`config.mk`:
```
export PLATFORM = sky130hd
export DESIGN_NAME = div_16b
export DESIGN_NICKNAME = d
export VERILOG_FILES = /design/src/rtl/div_16b_pkg.sv /design/src/rtl/div_16b_sub_nb.sv /design/src/rtl/div_16b.sv
export SDC_FILE = /design/constraint.sdc
export NUM_CORES = 1
export LEC_CHECK = 0
export BUFFER_PORTS_ARGS = -buffer_cell sky130_fd_sc_hd__buf_2
export CAP_MARGIN = 5
export CORE_MARGIN = 2
export CORE_UTILIZATION = 55
export CTS_BUF_LIST = sky130_fd_sc_hd__clkbuf_2
export DETAILED_ROUTE_END_ITERATION = 12
export PLACE_DENSITY = 0.79
export RECOVER_POWER = 100
export SYNTH_ARGS = -nofsm -noshare
export SYNTH_HDL_FRONTEND = slang
export SYNTH_HIERARCHICAL = 1
export SYNTH_SLANG_ARGS = --single-unit
```
`constraint.sdc`:
```
create_clock -name clk -period 3.65 [get_ports clk]
set_clock_uncertainty 0.1 [all_clocks]
set_input_delay 0.73 -clock clk [delete_from_list [all_inputs] [get_ports clk]]
set_output_delay 0.73 -clock clk [all_outputs]
set_load 0.01 [all_outputs]
```
`src/rtl/div_16b_pkg.sv`:
```
// Shared definitions for the iterative restoring divider: FSM encoding and default width.
package div_16b_pkg;

   localparam int DEFAULT_WIDTH = 16;

   typedef enum logic [1:0] {
      IDLE = 2'd0,
      RUN  = 2'd1,
      DONE = 2'd2
   } state_t;

endpackage

```
`src/rtl/div_16b_sub_nb.sv`:
```
// Combinational W-bit subtractor built as a + ~b + 1; borrow is the inverted carry out.
module sub_nb #(
   parameter int W = 17
) (
   input  logic [W-1:0] a,
   input  logic [W-1:0] b,
   output logic [W-1:0] diff,
   output logic         borrow
);

   logic carry;

   assign {carry, diff} = {1'b0, a} + {1'b0, ~b} + {{W{1'b0}}, 1'b1};
   assign borrow        = ~carry;

endmodule

```
`src/rtl/div_16b.sv`:
```
// Iterative unsigned restoring divider, one radix-2 subtract/shift step per clock.
// Results are held in output registers that only change when an operation completes.
module div_16b
   import div_16b_pkg::*;
#(
   parameter int WIDTH = DEFAULT_WIDTH,
   parameter int CW    = $clog2(WIDTH) + 1
) (
   input  logic             clk,
   input  logic             rst,
   input  logic             start,
   input  logic [WIDTH-1:0] dividend,
   input  logic [WIDTH-1:0] divisor,
   output logic             busy,
   output logic             done,
   output logic [WIDTH-1:0] quotient,
   output logic [WIDTH-1:0] remainder,
   output logic             div_by_zero
);

   state_t           state;
   logic [CW-1:0]    cnt;
   logic [WIDTH-1:0] d_reg;
   logic [WIDTH-1:0] q_reg;
   logic [WIDTH:0]   r_reg;

   logic [WIDTH:0]   trial;
   logic [WIDTH:0]   diff;
   logic             borrow;
   logic [WIDTH-1:0] q_next;
   logic [WIDTH:0]   r_next;

   // Shift the next dividend bit into the partial remainder, then try subtracting D.
   assign trial  = (r_reg << 1) | {{WIDTH{1'b0}}, q_reg[WIDTH-1]};
   assign q_next = {q_reg[WIDTH-2:0], ~borrow};
   assign r_next = borrow ? trial : diff;

   sub_nb #(
      .W(WIDTH + 1)
   ) u_sub (
      .a      (trial),
      .b      ({1'b0, d_reg}),
      .diff   (diff),
      .borrow (borrow)
   );

   // A start seen in DONE is treated exactly like one in IDLE so operations can run back to back.
   always_ff @(posedge clk) begin
      if (rst) begin
         state       <= IDLE;
         cnt         <= '0;
         d_reg       <= '0;
         q_reg       <= '0;
         r_reg       <= '0;
         busy        <= 1'b0;
         done        <= 1'b0;
         quotient    <= '0;
         remainder   <= '0;
         div_by_zero <= 1'b0;
      end else begin
         done <= 1'b0;
         case (state)
            IDLE, DONE: begin
               if (start) begin
                  d_reg       <= divisor;
                  q_reg       <= dividend;
                  r_reg       <= '0;
                  cnt         <= '0;
                  div_by_zero <= (divisor == '0);
                  if (divisor == '0) begin
                     state     <= DONE;
                     done      <= 1'b1;
                     quotient  <= '1;
                     remainder <= dividend;
                  end else begin
                     state <= RUN;
                     busy  <= 1'b1;
                  end
               end else begin
                  state <= IDLE;
               end
            end
            RUN: begin
               q_reg <= q_next;
               r_reg <= r_next;
               cnt   <= cnt + CW'(1);
               if (cnt == CW'(WIDTH - 1)) begin
                  state     <= DONE;
                  busy      <= 1'b0;
                  done      <= 1'b1;
                  quotient  <= q_next;
                  remainder <= r_next[WIDTH-1:0];
               end
            end
            default: state <= IDLE;
         endcase
      end
   end

endmodule
```
==> results.sh <==
export IMPL_gr_usage_met1=0.346
export IMPL_top_usage_layer="met2"
export IMPL_coreArea_um2=8180
export IMPL_setup_tns_ns=0
export IMPL_final_nets=659
export IMPL_grt_pass1_vias=3851
export IMPL_cts_tree="done"
export IMPL_syn_area_um2=4600
export IMPL_grt_max_degree=74
export IMPL_fp_dieW_um=95.4
export IMPL_n_antenna_cell=0
export IMPL_status="complete, but fails checks"
export IMPL_slew_headroom=-0.241
export IMPL_place_inst=698
export IMPL_ant_nets=0
export IMPL_vdd_drop_max_v=0.000252
export IMPL_layout_drive_gt1_share=0.135
export IMPL_clock_latency_ns=0.57
export IMPL_finalSetupViolCount=0
export IMPL_cts_clk_slew_worst_paths_ns=0.30
export IMPL_fin_cells=714
export IMPL_synth_fp_nets=610
export IMPL_finalHoldViolations=0
export IMPL_antenna_found_initial=0
export IMPL_cp_required_ns=4.05
export IMPL_die_h_um=95.4
export IMPL_max_cap_violations=2
export IMPL_leakagePower_uw=0.00217
export IMPL_final_cell_area_um2=5020
export IMPL_gr_total_overflow=0
export IMPL_drv_slew=76
export IMPL_synth_area_per_cell_um2=8.28
export IMPL_num_rows=33
export IMPL_crit_type="flip-flop to flip-flop"
export IMPL_cts_resized=0
export IMPL_arrival_ns=3.68
export IMPL_worst_slew_pin_slew_ns=1.86
export IMPL_hpwl_um=8080
export IMPL_via_per_inst=5.76
export IMPL_dr_pass1_iters=5
export IMPL_wirelength_um=11400
export IMPL_hold_buffers=0
export IMPL_start_util=0.562
export IMPL_drt_iter0_drc=291
export IMPL_grt_first_pass_wirelength_um=18400
export IMPL_regArea_um2=1800
export IMPL_min_path_type="input port to flip-flop"
export IMPL_grt_use_met3=0.0427
export IMPL_multi_input_area_um2=2500
export IMPL_power_uw=2130
export IMPL_rsz0062_at_grt="no"
export IMPL_wl_per_cell_um=16.0
export IMPL_clkSinkCount=90
export IMPL_clk_path_buf_depth=2
export IMPL_cts_root_buf="clkbuf_2"
export IMPL_violations="capacitance limit, slew limit"
export IMPL_io_pins=70
export IMPL_synth_yosys_warnings=6
export IMPL_cts_buffers=9
export IMPL_crit_path_end_kind="flip-flop"
export IMPL_rrSetupSlack_ns=0.38
export IMPL_syn_inst=555
export IMPL_fillers=776
export IMPL_fin_crit_sh=0.897
export IMPL_powerDensity_nw_per_um2=424
export IMPL_postCtsSetupBuffers=0
export IMPL_grt_use_total=0.258
export IMPL_cp_max_fo=4
export IMPL_period_needed_ns=3.27
export IMPL_met2_usage=0.429
export IMPL_die_area_um2=9100
export IMPL_routed_via_count=4113
export IMPL_dpl_cell_area_um2=4950
export IMPL_cp_start_kind="flip-flop"
export IMPL_area_delta_synth_final_pct=9.31
export IMPL_max_freq_mhz=306
export IMPL_drc=0
export IMPL_htreeDepth=3
export IMPL_gp_congestion=0.870
export IMPL_io_buffers=69
[where the power goes]
group          switching (µW)  total, µW  internal [µW]
clock                     385        565            180
combinational             296        509            213
sequential               32.1       1060           1030
total                     713       2130           1420
[area by class of cell]
class,count,area share
clock inverter,7,0.0189
tap,105,0.0262
inverter,23,0.0172
timing repair buffer,76,0.0715
clock buffer,9,0.00897
multi-input combinational,404,0.499
sequential,90,0.359
[worst max-delay path, cell delays in order (launching register included)]
cell	delay [ns]
dfxtp_1	0.43
inv_1	0.05
ha_1	0.22
fa_1	0.41
nand2b_1	0.21
a211oi_1	0.36
o211ai_1	0.22
nor4b_2	0.21
nor3_1	0.27
mux2_2	0.22
nor2_1	0.05
or3_1	0.33
mux2i_1	0.12
[stage by stage]
step / utilization / setup slack (ns) / hold slack (ns)
after floorplan: - / 0.958 / 0.336
after detailed placement: 0.606 / 0.634 / 0.349
after global placement: 0.606 / 0.709 / 0.345
final: 0.614 / 0.377 / 0.288
after CTS: 0.623 / 0.556 / 0.245
after global routing: 0.614 / 0.226 / 0.248
[final timing paths]
path | to | startpoint | depth (start not counted)
max | remainder[14] | q_reg[15] | 12
min | q_reg[3] | dividend[3] | 3
min reg2reg | d_reg[15] | d_reg[15] | 2
max reg2reg | remainder[14] | q_reg[15] | 12
[layout by cell type, fill, tap and decap left out, types with 3 or more instances in the layout]
master,instances
clkbuf_1,37
o21ai_1,4
buf_4,4
o21a_1,4
o21bai_1,3
xor2_1,4
ha_1,19
nand2_1,92
mux2_1,8
nor2_1,81
nor2b_1,4
o21ai_0,8
mux2i_1,17
buf_2,34
xnor2_1,9
a21oi_1,41
o221a_2,15
dfxtp_1,90
clkbuf_2,9
o211ai_1,4
inv_1,23
a311oi_1,12
nand2b_1,8
mux2_2,8
nor4_1,4
a22oi_1,20
or3_1,17
nand4_1,4
[per-layer routing]
layer	routed length, µm	part of all wire
met4	146	0.013
met2	5570	0.49
met5	0	0
met3	561	0.049
met1	5140	0.45
No activity file was read; power rests on OpenSTA's default activity.
